### src/rtl/load_align_unit.sv
// load_align_unit
//
// Load-data path between the MEM stage and the DTCM read bus. It accepts one
// load at a time and fetches the containing bus word. A load that crosses into
// the next word is either fetched as a second beat or faulted, depending on
// MISALIGN_EN. The selected bytes are then sign- or zero-extended to XLEN and
// returned as a one-cycle response pulse.
//
// Parameters
//   XLEN        data / bus width, 32 or 64
//   AW          address width
//   MISALIGN_EN 1: split word-crossing loads into two beats, 0: fault them
//
// Ports
//   clk, rst                      clock, synchronous active-high reset
//   ld_req_valid / ld_req_ready   load request handshake from the MEM stage
//   ld_addr, RW_type              byte address and funct3 of the load
//   ld_rsp_valid                  one-cycle result pulse
//   ld_rsp_data, ld_rsp_fault     registered result, held until the next response
//   mem_req_valid / mem_req_ready bus read request handshake
//   mem_addr                      word-aligned bus address
//   mem_rsp_valid, mem_rsp_data   bus read data
//
// state | meaning
// ------+-------------------------------------------------------------
// IDLE  | ready for a new load
// REQ0  | bus request for the word holding the first byte
// WAIT0 | waiting for beat 0 read data
// REQ1  | bus request for the following word (crossing loads only)
// WAIT1 | waiting for beat 1 read data
// RESP  | response pulse, result registers already updated
module load_align_unit #(
    parameter int XLEN        = 32,
    parameter int AW          = 32,
    parameter bit MISALIGN_EN = 1'b1
) (
    input  logic            clk,
    input  logic            rst,
    input  logic            ld_req_valid,
    output logic            ld_req_ready,
    input  logic [AW-1:0]   ld_addr,
    input  logic [2:0]      RW_type,
    output logic            ld_rsp_valid,
    output logic [XLEN-1:0] ld_rsp_data,
    output logic            ld_rsp_fault,
    output logic            mem_req_valid,
    input  logic            mem_req_ready,
    output logic [AW-1:0]   mem_addr,
    input  logic            mem_rsp_valid,
    input  logic [XLEN-1:0] mem_rsp_data
);
    localparam int NB = XLEN / 8;
    localparam int OB = $clog2(NB);

    typedef enum logic [2:0] {IDLE, REQ0, WAIT0, REQ1, WAIT1, RESP} state_t;

    state_t          state, state_nxt;
    logic [AW-1:0]   base_q;
    logic [OB-1:0]   off_q;
    logic [2:0]      type_q;
    logic            cross_q;
    logic [XLEN-1:0] beat0_q;
    logic [XLEN-1:0] data_q;
    logic            fault_q;

    logic            req_illegal;
    logic            req_cross;
    logic            req_fault;
    logic [XLEN-1:0] load_data;

    // Shift the two-beat window down to the addressed byte, keep 8<<size bits
    // and extend from the top kept bit (forced to 0 for unsigned types).
    function automatic logic [XLEN-1:0] extend(input logic [2*XLEN-1:0] pair,
                                               input logic [OB-1:0]     off,
                                               input logic [2:0]        typ);
        logic [2*XLEN-1:0] sh;
        logic [XLEN-1:0]   res;
        logic              msb;
        int                nbits;
        sh    = pair >> {off, 3'b000};
        nbits = 8 << typ[1:0];
        case (typ[1:0])
            2'b00:   msb = sh[7];
            2'b01:   msb = sh[15];
            2'b10:   msb = sh[31];
            default: msb = sh[XLEN-1];
        endcase
        msb = msb & ~typ[2];
        for (int i = 0; i < XLEN; i++) begin
            res[i] = (i < nbits) ? sh[i] : msb;
        end
        return res;
    endfunction

    // On a 32-bit datapath any size-8 encoding is illegal, which covers 011 and 111.
    always_comb begin
        req_illegal = (RW_type == 3'b111) ||
                      ((XLEN == 32) && ((RW_type[1:0] == 2'b11) || (RW_type == 3'b110)));
        req_cross   = (int'(ld_addr[OB-1:0]) + (1 << RW_type[1:0])) > NB;
        req_fault   = req_illegal || (req_cross && !MISALIGN_EN);
    end

    always_comb begin
        if (state == WAIT1) begin
            load_data = extend({mem_rsp_data, beat0_q}, off_q, type_q);
        end else begin
            load_data = extend({{XLEN{1'b0}}, mem_rsp_data}, off_q, type_q);
        end
    end

    always_ff @(posedge clk) begin
        if (rst) begin
            state   <= IDLE;
            base_q  <= '0;
            off_q   <= '0;
            type_q  <= '0;
            cross_q <= 1'b0;
            beat0_q <= '0;
            data_q  <= '0;
            fault_q <= 1'b0;
        end else begin
            state <= state_nxt;
            if (state == IDLE && ld_req_valid) begin
                base_q  <= {ld_addr[AW-1:OB], {OB{1'b0}}};
                off_q   <= ld_addr[OB-1:0];
                type_q  <= RW_type;
                cross_q <= req_cross;
                if (req_fault) begin
                    data_q  <= '0;
                    fault_q <= 1'b1;
                end
            end
            if (state == WAIT0 && mem_rsp_valid) begin
                beat0_q <= mem_rsp_data;
                if (!cross_q) begin
                    data_q  <= load_data;
                    fault_q <= 1'b0;
                end
            end
            if (state == WAIT1 && mem_rsp_valid) begin
                data_q  <= load_data;
                fault_q <= 1'b0;
            end
        end
    end

    // Outputs are forced inactive while rst is high so an aborted load cannot
    // leak a request or response during the reset cycle itself.
    always_comb begin
        state_nxt     = state;
        ld_req_ready  = 1'b0;
        mem_req_valid = 1'b0;
        ld_rsp_valid  = 1'b0;
        mem_addr      = base_q;
        case (state)
            IDLE: begin
                ld_req_ready = !rst;
                if (ld_req_valid) state_nxt = req_fault ? RESP : REQ0;
            end
            REQ0: begin
                mem_req_valid = !rst;
                if (mem_req_ready) state_nxt = WAIT0;
            end
            WAIT0: begin
                if (mem_rsp_valid) state_nxt = cross_q ? REQ1 : RESP;
            end
            REQ1: begin
                mem_req_valid = !rst;
                mem_addr      = base_q + AW'(NB);
                if (mem_req_ready) state_nxt = WAIT1;
            end
            WAIT1: begin
                if (mem_rsp_valid) state_nxt = RESP;
            end
            RESP: begin
                ld_rsp_valid = !rst;
                state_nxt    = IDLE;
            end
            default: state_nxt = IDLE;
        endcase
    end

    assign ld_rsp_data  = rst ? '0 : data_q;
    assign ld_rsp_fault = fault_q && !rst;

endmodule

### config.mk
export PLATFORM = sky130hd
export DESIGN_NAME = load_align_unit
export DESIGN_NICKNAME = d
export VERILOG_FILES = /design/src/rtl/load_align_unit.sv
export SDC_FILE = /design/constraint.sdc
export NUM_CORES = 1
export LEC_CHECK = 0
export BUFFER_PORTS_ARGS = -buffer_cell sky130_fd_sc_hd__buf_4
export CORE_ASPECT_RATIO = 1.75
export CORE_MARGIN = 4
export CORE_UTILIZATION = 55
export CTS_BUF_LIST = sky130_fd_sc_hd__clkbuf_8
export CTS_CLUSTER_SIZE = 16
export DETAILED_ROUTE_END_ITERATION = 8
export PLACE_DENSITY = 0.92
export SYNTH_ARGS = -nofsm -noshare
export SYNTH_HDL_FRONTEND = slang
export SYNTH_SLANG_ARGS = --single-unit
### constraint.sdc
create_clock -name clk -period 3 [get_ports clk]
set_clock_uncertainty 0.2 [all_clocks]
set_input_delay 0.3 -clock clk [delete_from_list [all_inputs] [get_ports clk]]
set_output_delay 0.3 -clock clk [all_outputs]
set_load 0.01 [all_outputs]
==> results of run 1 <==
==> worst reg2reg max path: cells and delay by family (launching register included) <==
| family | cells | cell delay (ns) |
|---|---|---|
| AOI/OAI and AO/OA | 2 | 0.70 |
| and+or+nand+nor | 3 | 1.48 |
| DFF | 1 | 0.45 |
==> path summary, 6_finish.rpt <==
path	cells past startpoint	end	start
worst min register to register	2	beat0_q[0]$_SDFFE_PP0P_	beat0_q[0]$_SDFFE_PP0P_
worst max register to register	5	data_q[5]$_SDFF_PP0_	state[2]$_SDFFE_PP0P_
worst min-delay path	4	state[0]$_SDFFE_PP0P_	mem_req_ready
worst max-delay path	6	mem_addr[16]	state[2]$_SDFFE_PP0P_
==> per-stage QoR <==
step | setup TNS (ns) | total power (uW) | utilization [%] | std cells
global route | -0.008460 | 3782 | 71.02 | 1148
detailed placement | 0 | 2676 | 63.80 | 1065
floorplan | 0 | 2326 | - | 812
global placement | 0 | 2654 | 63.80 | 1065
finish | 0 | 3626 | 71.02 | 1148
CTS | 0 | 3587 | 70.92 | 1148
==> area by class of cell <==
cell class | count | area (um^2)
multi-input cells | 629 | 4143
fillers | 855 | 3478
flip-flops and latches | 104 | 2088
repair buffers | 225 | 1869
well taps | 165 | 206.4
clock buffers | 9 | 123.9
clock inverters | 7 | 60.06
inverters | 9 | 33.78
==> report_power, final <==
group	internal (uW)	total (uW)	leakage (uW)	switching, uW
Clock	318	850	0.0000955	531
Combinational	534	1200	0.00225	663
Sequential	1470	1580	0.000846	112
Total	2320	3630	0.00319	1310
==> layer usage <==
metal | part of all wire [%] | wire length [um]
met5 | 0 | 0
met4 | 6.4 | 1468
met3 | 8.3 | 1916
met2 | 53 | 12200
met1 | 32 | 7455
==> logic make-up (layout without fill, tap and decap cells) <==
group                      after synthesis  count (layout)
AOI/OAI and AO/OA                      209             209
xor gates and xnor gates                30              30
adders and majority gates                4               4
buffers and inverters                   79             250
DFF                                    104             104
muxes                                   72              72
other                                    1               2
and+or+nand+nor                        312             312
==> registers in the layout (all words and copies together), names as in the netlist <==
register and flops:
type_q 3, fault_q 1, off_q 2, state 3, beat0_q 32, cross_q 1
data_q 32, base_q 30
==> cell usage in the layout, fill, tap and decap left out, drive strengths merged, types with 14 or more instances in the layout <==
cell,n
dfxtp,104
nor2,22
buf,158
a21oi,102
o22ai,17
dlygate4sd3,67
o221ai,22
nand3,29
xnor2,21
mux4,23
inv,14
o21ai,22
a211oi,17
mux2i,46
nor2b,37
nand2,181
==> what timing repair did <==
| action | CTS | global route |
|---|---|---|
| resized for setup | 0 | 4 |
| hold buffers | 67 | 0 |
| setup endpoints to repair | 0 | 12 |
| hold endpoints to repair | 67 | 0 |
==> summary.md, run 1 <==
| Metric | Value |
|---|---|
| Final antenna-violating net count | 0 |
| Fmax | 0.3461 GHz |
| Max IR drop VDD | between 400 and 500 uV |
| Slowest-stage cell, CP | dfxtp_1 |
| Root Driver | clkbuf_8 |
| Yosys cell types | 57 |
| Initial Utilization | approximately 56% |
| Cells after synthesis | between 800 and 900 |
| Slew HR | around 27% |
| Reg clk slew, reported paths | ~0.10 ns |
| Layout cells sized above 1 | between 20 and 25% |
| Synth top area cells | dfxtp_1 (31%), nand2_1 (10%), mux4_2 (7.7%) |
| DP Area | about 7700 um^2 |
| CTS buffer count | 9 |
| DR vias/cell | ~6.2 |
| Top Family by Delay on Critical Path | simple AND/OR/NAND/NOR gates |
| Pre-antenna DRT Iters | 5 |
| Final Wtd Congestion | 0.9603 |
| Antenna violations before repair | 0 |
| Die W | 91.42 um |
| Total GRT Usage | ~32% |
| Vias | approximately 7100 |
| Worst slack at placement | slightly below 0.2 ns |
| Setup slack after layout | between 0.1 and 0.15 ns |
| Post-synth EDFFs | 0 |
| Row count | 53 |
| Final setup fails | 0 |
| Period utilisation layout | 96.30% |
| GRT overflow | 0 |
| H-tree Lvls | 3 |
| Register area share after synthesis | between 30% and 40% |
| Largest family of logic cells by synthesized area | simple AND/OR/NAND/NOR gates |
| Post-route minimum period | ~2.9 ns |
| Number of port buffers | ~140 |
| Tightest Pin Transition | 1.088 ns |
| Ys Warns | 0 |
| Yosys reg bits | 104 |
| Final number of max-transition violations | 0 |
| Max_cap viols | 0 |
| CTS tree | built |
| Leakage power | ~0.0032 uW |
| Asr flop ratio synth | 0% |
| Critical path launch point type | register |
| Largest net degree at the start of global routing | 61 |
| CTS Buffer Depth | 2 |
| Hold Vio Cnt, Final | 0 |
| Post-detail-place hpwl | approximately 15000 um |
| Critical path endpoint category | primary output |
| Num ports | 140 |
| CP max FO | 11 |
| Met1 Resource Use GR | 32.34% |
| GR peak layer | met2 |
| Global routing met2 resource utilization | roughly 60% |
| Average routed wire per standard cell | about 20 um |
| Critical Path, Cell by Cell | and4b_1 -> and3_1 -> nand4_1 -> nor3_2 -> xor2_1 -> buf_4 |
| Arr. time, crit path | between 2 and 2.5 ns |
| Post-synthesis simple-gate area fraction | a little over a fifth |
| Outcome | completed |
| Slowest cell delay on critical path | around 0.45 ns |
| Compound-Gate Fraction of Synth Area | 20.27% |
| Met3 Use GR | 6.070% |
| Die Area | between 10000 and 15000 um^2 |
| Primary FF master, synth | dfxtp_1 |
| R2R Setup Slk | 0.12 ns |
| Synth top area share | 31.09% |
| Syn avg cell area | roughly 8.3 um^2 |
| ANT cells | 0 |
| Mapped Area | 6698 um^2 |
| Die H | ~150 um |
| Vias in the first global route | between 7000 and 8000 |
| RSZ-0062 raised after global routing | true |
| Cell Pwr Density | roughly 430 nW/um^2 |
| Fraction of synthesized area in multiplexers | between 10% and 20% |
| Largest area contributor in the netlist | dfxtp_1 |
| Commonest cells in the netlist | nand2_1 (181), dfxtp_1 (104), a21oi_1 (101), mux2i_1 (46), nor2b_1 (37) |
| Total core area | approximately 12000 um^2 |
| Number of DRC markers in iteration 0 | between 500 and 600 |
| WP buf/inv | 1 |
| Hold WS | between 0.03 and 0.04 ns |
| Number of remaining DRC errors | 0 |
| Most common cell in the netlist | nand2_1 |
| Final instance area | around 8500 um^2 |
| TritonCTS Sinks | between 100 and 150 |
| Clk Latency, worst-skew pair | a little under 0.4 ns |
| CP required | 2.50 ns |
| DRT Wirelength | 23040 um |
| Worst Hold Class | primary input to register |
| WS Path Type | register to primary output |
| Nets | roughly 1100 |
| First-pass GRT wire length | between 30000 and 40000 um |
| Synth Area in XOR/XNOR | 3.923% |
| Area share of fa/ha/maj cells after synthesis | 0.8593% |
| Post-CTS Setup Bufs | 0 |
| Area Growth Syn to Fin | 27.27% |
Note: power is estimated with default switching activity, not from simulation.
==> run 2, diff against run 1 <==
--- a/config.mk
+++ b/config.mk
@@ -5,6 +5,7 @@
 export SDC_FILE = /design/constraint.sdc
 export NUM_CORES = 1
 export LEC_CHECK = 0
+export ABC_AREA = 1
 export BUFFER_PORTS_ARGS = -buffer_cell sky130_fd_sc_hd__buf_4
 export CORE_ASPECT_RATIO = 1.75
 export CORE_MARGIN = 4
@@ -12,7 +13,7 @@
 export CTS_BUF_LIST = sky130_fd_sc_hd__clkbuf_8
 export CTS_CLUSTER_SIZE = 16
 export DETAILED_ROUTE_END_ITERATION = 8
-export PLACE_DENSITY = 0.92
+export PLACE_DENSITY = 0.93
 export SYNTH_ARGS = -nofsm -noshare
 export SYNTH_HDL_FRONTEND = slang
 export SYNTH_SLANG_ARGS = --single-unit
==> summary.md, run 2 <==
| Metric | Value |
|---|---|
| Most common cell after layout, fill and taps aside | nand2_1 (unchanged) |
| Outcome | completed (unchanged) |
| Total core area | 11520 um^2 (was 12000 um^2) |
| Worst Hold Launch | mem_rsp_data[24] (was mem_req_ready) |
| Register area share after synthesis | 32.29% (was 31.09%) |
| Post-route minimum period | 2.726 ns (was 2.889 ns) |
| Most common cell in the netlist | nand2_1 (unchanged) |
| CTS tree | built (unchanged) |
| Cells after synthesis | 1006 (was 811) |
| CTS buffer count | 9 (unchanged) |
| DRT Wirelength | 19890 um (was 23040 um) |
| DP Cell Count | 1234 (was 1065) |
| Hold Vio Cnt, Final | 0 (unchanged) |
| Final core utilization | 70.24% (was 71.02%) |
| Num ports | 140 (unchanged) |
| GRT overflow | 0 (unchanged) |
| Clk Latency, worst-skew pair | 0.38 ns (was 0.39 ns) |
| Asr flop ratio synth | 0% (unchanged) |
| DR vias/cell | 5.569 (was 6.216) |
| TritonCTS Sinks | 104 (unchanged) |
| Yosys cell types | 35 (was 57) |
| Total GRT Usage | 29.26% (was 32.10%) |
| Switching Share | 46.44% (was 36.04%) |
| FF-to-FF End | data_q[18]$_SDFF_PP0_ (was data_q[5]$_SDFF_PP0_) |
| Synth Area in XOR/XNOR | 4.075% (was 3.923%) |
| Die H | 151.2 um (was 154.0 um) |
| Number of DRC markers in iteration 0 | 583 (was 579) |
| Nets | 1229 (was 1054) |
| Critical path endpoint category | primary output (unchanged) |
| Number of remaining DRC errors | 0 (unchanged) |
| CP required | 2.50 ns (about the same) |
| H-tree Lvls | 3 (unchanged) |
| RSZ-0062 raised after global routing | false (was true) |
| Fraction of synthesized area in multiplexers | 2.018% (was 15.17%) |
| Comb power frac | 52.3% (was 33.0%) |
| Post-detail-place hpwl | 14750 um (was 14540 um) |
| Largest area contributor in the netlist | dfxtp_1 (unchanged) |
| Leakage power | 0.003672 uW (was 0.003195 uW) |
| Pre-antenna DRT Iters | 7 (was 5) |
| Row count | 52 (was 53) |
| Final Wtd Congestion | 0.9349 (was 0.9603) |
| Final instance area | 8089 um^2 (was 8524 um^2) |
| Yosys reg bits | 104 (unchanged) |
| Top Registers | beat0_q x32, data_q x32, base_q x30 (unchanged) |
| Cell-internal power | 3119 uW (was 2319 uW) |
| Synth top area cells | dfxtp_1 (32%), nand2_1 (11%), nand3_1 (9.2%) (was dfxtp_1 (31%), nand2_1 (10%), mux4_2 (7.7%)) |
| Final number of max-transition violations | 0 (unchanged) |
| ANT cells | 0 (unchanged) |
| Syn avg cell area | 6.409 um^2 (was 8.259 um^2) |
| Critical path launch point type | register (unchanged) |
| Total negative slack | 0 ns (unchanged) |
| CP max FO | 4 (was 11) |
| Initial Utilization | 55.99% (was 55.80%) |
| Arr. time, crit path | 2.23 ns (was 2.39 ns) |
| Commonest cells in the netlist | nand2_1 (197), nor2_1 (119), nand3_1 (118), o21ai_0 (110), inv_1 (107) (was nand2_1 (181), dfxtp_1 (104), a21oi_1 (101), mux2i_1 (46), nor2b_1 (37)) |
| Slew HR | 38.35% (was 26.89%) |
| Post-synth EDFFs | 0 (unchanged) |
| Seq pwr share | 33.6% (was 43.5%) |
| CTS Buffer Depth | 2 (unchanged) |
| Tightest Pin Transition | 0.9237 ns (was 1.088 ns) |
| Number of port buffers | 137 (unchanged) |
| Area Growth Syn to Fin | 25.46% (was 27.27%) |
| Period utilisation layout | 90.87% (was 96.30%) |
| Average routed wire per standard cell | 15.38 um (was 20.07 um) |
| Largest net degree at the start of global routing | 76 (was 61) |
| Layout cells sized above 1 | 17.44% (was 22.48%) |
| Synth top area share | 32.29% (was 31.09%) |
| Final setup fails | 0 (unchanged) |
| Compound-Gate Fraction of Synth Area | 15.74% (was 20.27%) |
| Worst r2r src | state[1]$_SDFFE_PP0P_ (was state[2]$_SDFFE_PP0P_) |
| Max IR drop VDD | 368.2 uV (was 420.4 uV) |
| Worst Hold Class | primary input to register (unchanged) |
| Hold Path Sink | beat0_q[24]$_SDFFE_PP0P_ (was state[0]$_SDFFE_PP0P_) |
| Net Sw Power | 2704 uW (was 1307 uW) |
| Worst R2R Path Depth | 6 (was 5) |
| Post-synthesis simple-gate area fraction | 33.84% (was 21.28%) |
| Root Driver | clkbuf_8 (unchanged) |
| DP Area | 7480 um^2 (was 7657 um^2) |
| Die W | 89.85 um (was 91.42 um) |
| Vias in the first global route | 6785 (was 7119) |
| Clock power frac | 14.1% (was 23.4%) |
| Area share of fa/ha/maj cells after synthesis | 0.8927% (was 0.8593%) |
| Reg clk slew, reported paths | 0.11 ns (was 0.10 ns) |
| Hold Crit Depth | 3 (was 4) |
| Die Area | 13590 um^2 (was 14080 um^2) |
| Max_cap viols | 0 (unchanged) |
| Fmax | 0.3668 GHz (was 0.3461 GHz) |
| R2R Setup Slk | 0.69 ns (was 0.12 ns) |
| Largest family of logic cells by synthesized area | simple AND/OR/NAND/NOR gates (unchanged) |
| Vias | 7201 (was 7136) |
| Most frequent cells in the layout | nand2_1 (197), buf_4 (153), nor2_1 (119) (was nand2_1 (181), buf_4 (157), a21oi_1 (101), dfxtp_1 (101), dlygate4sd3_1 (67)) |
| Final antenna-violating net count | 0 (unchanged) |
| Mapped Area | 6447 um^2 (was 6698 um^2) |
| WS Path Type | register to primary output (unchanged) |
| First-pass GRT wire length | 32780 um (was 36240 um) |
| Layout Cells excl Fill | 1293 (was 1148) |
| Primary FF master, synth | dfxtp_1 (unchanged) |
| Antenna violations before repair | 0 (unchanged) |
| Ys Warns | 0 (unchanged) |
| Cell Pwr Density | 720.0 nW/um^2 (was 425.3 nW/um^2) |
-- run 2: changes by cell type after synthesis, moves of 22 or more --
cell | before | now
inv_1 | 9 | 107
o221ai_1 | 22 | 0
mux2i_1 | 46 | 13
nor2_1 | 22 | 119
nor2b_1 | 37 | 0
o21ai_0 | 18 | 110
a21oi_1 | 101 | 60
mux4_2 | 23 | 0
nand3_1 | 29 | 118
-- run 2: metrics by stage --
step                setup WS, ns  total power (uW)  hold WS [ns]
floorplan                  1.036              4024        0.2276
global placement          0.8368              4820        0.2505
detailed placement        0.7591              4891        0.2566
CTS                       0.3190              5771     0.0009290
global route              0.1560              6267       0.03510
finish                    0.2740              5824      0.008900
-- run 2: kinds of logic after synthesis --
group	count (synthesis)
compound gates	192
xor+xnor	30
fa+ha+maj	4
buf+inv	174
flops	104
mux	13
other cells	1
simple gates	488
-- run 2: area by class of cell --
type | instances | area, um^2
repair buffers | 196 | 1579
well taps | 135 | 168.9
clock inverters | 7 | 55.05
clock buffers | 9 | 123.9
flip-flops and latches | 104 | 2083
multi-input cells | 729 | 3655
inverters | 113 | 424.2
fillers | 948 | 3427
-- run 2: power by group through the flow --
stage,Combinational (uW),Clock (uW),Sequential [uW]
2_1_floorplan,2120,0,1900
3_3_place_gp,2860,0,1960
3_5_place_dp,2920,0,1970
4_1_cts,2980,844,1940
5_1_grt,3370,902,1990
6_report,3050,821,1960
-- run 2: how the worst max path moves through the flow --
stage | end | start | slack (ns) | depth (start not counted)
2_1_floorplan | mem_addr[26] | base_q[2]$_SDFFE_PP0P_ | 1.04 | 9
3_3_place_gp | mem_addr[29] | state[1]$_SDFFE_PP0P_ | 0.84 | 9
3_5_place_dp | mem_addr[20] | base_q[3]$_SDFFE_PP0P_ | 0.76 | 10
4_1_cts | mem_addr[20] | base_q[2]$_SDFFE_PP0P_ | 0.32 | 10
5_1_grt | mem_addr[26] | base_q[10]$_SDFFE_PP0P_ | 0.16 | 10
6_report | mem_addr[26] | base_q[10]$_SDFFE_PP0P_ | 0.27 | 10
-- run 2: metal layers --
metal | global-route usage (%) | wire (um) | vias up
li1 | - | - | 3545
met3 | 3.827 | 1141 | 71
met4 | 14.58 | 924 | 0
met5 | 0 | 0 | -
met1 | 32.50 | 7366 | 3260
met2 | 54.75 | 10450 | 325
-- run 2: what timing repair did --
action	in CTS	in global routing
hold endpoints to repair	43	0
resized for setup	0	0
buffers inserted	0	0
hold buffers	43	0
-- run 2: worst max-delay path, cell delays in order, from the launching register on --
cell,delay (ns)
dfxtp_1,0.43
inv_1,0.10
nor3_1,0.28
buf_4,0.19
inv_1,0.04
nor2_1,0.14
nand2_2,0.11
nor2_4,0.12
nand3_1,0.11
xor2_1,0.17
buf_4,0.14
==> run 3, diff against run 2 <==
--- a/config.mk
+++ b/config.mk
@@ -8,12 +8,13 @@
 export ABC_AREA = 1
 export BUFFER_PORTS_ARGS = -buffer_cell sky130_fd_sc_hd__buf_4
 export CORE_ASPECT_RATIO = 1.75
-export CORE_MARGIN = 4
+export CORE_MARGIN = 3
 export CORE_UTILIZATION = 55
 export CTS_BUF_LIST = sky130_fd_sc_hd__clkbuf_8
 export CTS_CLUSTER_SIZE = 16
 export DETAILED_ROUTE_END_ITERATION = 8
 export PLACE_DENSITY = 0.93
+export SKIP_CTS_REPAIR_TIMING = 1
 export SYNTH_ARGS = -nofsm -noshare
 export SYNTH_HDL_FRONTEND = slang
 export SYNTH_SLANG_ARGS = --single-unit
==> summary.md, run 3 (same netlist as run 2, synthesis figures left out) <==
| Metric | Value |
|---|---|
| Vias | 7095 (was 7201) |
| RSZ-0062 raised after global routing | false (unchanged) |
| R2R Setup Slk | 0.76 ns (was 0.69 ns) |
| Average routed wire per standard cell | 15.24 um (was 15.38 um) |
| Largest net degree at the start of global routing | 76 (unchanged) |
| Die H | 149.2 um (was 151.2 um) |
| Max IR drop VDD | 388.9 uV (was 368.2 uV) |
| CTS buffer count | 9 (unchanged) |
| GRT overflow | 0 (unchanged) |
| Post-route minimum period | 2.686 ns (was 2.726 ns) |
| Root Driver | clkbuf_8 (unchanged) |
| Reg clk slew, reported paths | 0.11 ns (about the same) |
| Number of port buffers | 137 (unchanged) |
| Pre-antenna DRT Iters | 5 (was 7) |
| Total negative slack | 0 ns (unchanged) |
| WS Path Type | register to primary output (unchanged) |
| Initial Utilization | 57.08% (was 55.99%) |
| FF-to-FF End | base_q[14]$_SDFFE_PP0P_ (was data_q[18]$_SDFF_PP0_) |
| DR vias/cell | 5.618 (was 5.569) |
| Top Registers | beat0_q x32, data_q x32, base_q x30 (unchanged) |
| Worst setup startpoint | state[1]$_SDFFE_PP0P_ (was base_q[10]$_SDFFE_PP0P_) |
| Number of DRC markers in iteration 0 | 673 (was 583) |
| Final Wtd Congestion | 0.9209 (was 0.9349) |
| Die Area | 13110 um^2 (was 13590 um^2) |
| Most common cell after layout, fill and taps aside | nand2_1 (unchanged) |
| Antenna violations before repair | 0 (unchanged) |
| CTS Buffer Depth | 2 (unchanged) |
| Row count | 51 (was 52) |
| Period utilisation layout | 89.53% (was 90.87%) |
| Crit path capture | mem_addr[25] (was mem_addr[26]) |
| Critical path endpoint category | primary output (unchanged) |
| Die W | 87.85 um (was 89.85 um) |
| Total core area | 11290 um^2 (was 11520 um^2) |
| Post-detail-place hpwl | 14250 um (was 14750 um) |
| Total GRT Usage | 28.18% (was 29.26%) |
| Slew HR | 54.55% (was 38.35%) |
| Layout cells sized above 1 | 17.60% (was 17.44%) |
| Hold WS | -0.03392 ns (was 0.008900 ns) |
| Final setup fails | 0 (unchanged) |
| Critical path launch point type | register (unchanged) |
| DRT Wirelength | 19240 um (was 19890 um) |
| CTS tree | built (unchanged) |
| Most frequent cells in the layout | nand2_1 (197), buf_4 (150), nor2_1 (119) (was nand2_1 (197), buf_4 (153), nor2_1 (119)) |
| Total Power | 5836 uW (was 5824 uW) |
| Arr. time, crit path | 2.19 ns (was 2.23 ns) |
| Fmax | 0.3723 GHz (was 0.3668 GHz) |
| Final number of max-transition violations | 0 (unchanged) |
| Hold Vio Cnt, Final | 19 (was 0) |
| Max_cap viols | 0 (unchanged) |
| Vias in the first global route | 6394 (was 6785) |
| TritonCTS Sinks | 104 (unchanged) |
| Clk Latency, worst-skew pair | 0.39 ns (was 0.38 ns) |
| Cell Pwr Density | 743.7 nW/um^2 (was 720.0 nW/um^2) |
| Worst Hold Class | primary input to register (unchanged) |
| Nets | 1202 (was 1229) |
| ANT cells | 0 (unchanged) |
| CP required | 2.50 ns (about the same) |
| Final instance area | 7846 um^2 (was 8089 um^2) |
| Num ports | 140 (unchanged) |
| Worst R2R Path Depth | 7 (was 6) |
| First-pass GRT wire length | 29700 um (was 32780 um) |
| Outcome | finished, violations left (was completed) |
| Area Growth Syn to Fin | 21.70% (was 25.46%) |
| Failing checks | hold timing |
| CP max FO | 7 (was 4) |
| Final antenna-violating net count | 0 (unchanged) |
| Worst r2r src | state[1]$_SDFFE_PP0P_ (unchanged) |
| Tightest Pin Transition | 0.6817 ns (was 0.9237 ns) |
| DP Area | 7453 um^2 (was 7480 um^2) |
| Leakage power | 0.003574 uW (was 0.003672 uW) |
| H-tree Lvls | 3 (unchanged) |
| Hold Crit Depth | 3 (unchanged) |
| Number of remaining DRC errors | 0 (unchanged) |
==> run 3: cell count changes in the layout (fill, tap and decap cells not counted) <==
| cell | delta |
|---|---|
| buf_4 | -3 |
| bufinv_16 | +1 |
| clkinv_4 | +1 |
| clkinvlp_4 | -2 |
| dlygate4sd3_1 | -24 |
==> run 3: worst min-delay path by stage <==
stage / start / to / slack, ns
floorplan: mem_rsp_data[17] / beat0_q[17]$_SDFFE_PP0P_ / 0.23
global placement: fault_q$_SDFF_PP0_ / fault_q$_SDFF_PP0_ / 0.25
detailed placement: fault_q$_SDFF_PP0_ / fault_q$_SDFF_PP0_ / 0.26
CTS: ld_addr[11] / base_q[11]$_SDFFE_PP0P_ / -0.07
global route: mem_rsp_data[2] / beat0_q[2]$_SDFFE_PP0P_ / 0.001
finish: mem_rsp_data[5] / beat0_q[5]$_SDFFE_PP0P_ / -0.03
==> run 3: power breakdown <==
| group | leakage, uW | switching, uW | internal, uW |
|---|---|---|---|
| Sequential | 0.000850 | 243 | 1710 |
| Clock | 0.000103 | 520 | 395 |
| Combinational | 0.00262 | 1910 | 1060 |
==> run 3: area by class of cell <==
class                      instances  area, um^2
fill                             937        3448
inverter                         113       424.2
timing repair buffer             169        1316
tap                              132       165.2
clock buffer                       9       123.9
sequential                       104        2083
clock inverter                     7       78.83
multi-input combinational        729        3655
==> run 3: routing by layer <==
metal | global-route usage, % | wire length, um | vias to the layer above
met4 | 13.90 | 910 | 0
met1 | 31.14 | 7028 | 3162
met2 | 50.64 | 9922 | 362
met3 | 4.588 | 1381 | 83
met5 | 0 | 0 | -
li1 | - | - | 3488
==> run 3: worst max-delay path: stages (launching register included) <==
cell and delay (ns):
dfxtp_1 0.49, nand3_4 0.19, nor2_4 0.16, nand2_2 0.10, nor2_4 0.14, nand2_2 0.10, nor2_4 0.16, nand3_1 0.11
xor2_1 0.19, buf_4 0.16
==> run 3: per-stage QoR <==
stage / setup WS (ns) / std cells / utilization (%)
floorplan: 1.036 / 1007 / -
global placement: 0.8568 / 1228 / 65.99
detailed placement: 0.7728 / 1228 / 65.99
CTS: 0.3411 / 1244 / 67.79
global route: 0.1749 / 1263 / 69.47
finish: 0.3140 / 1263 / 69.47
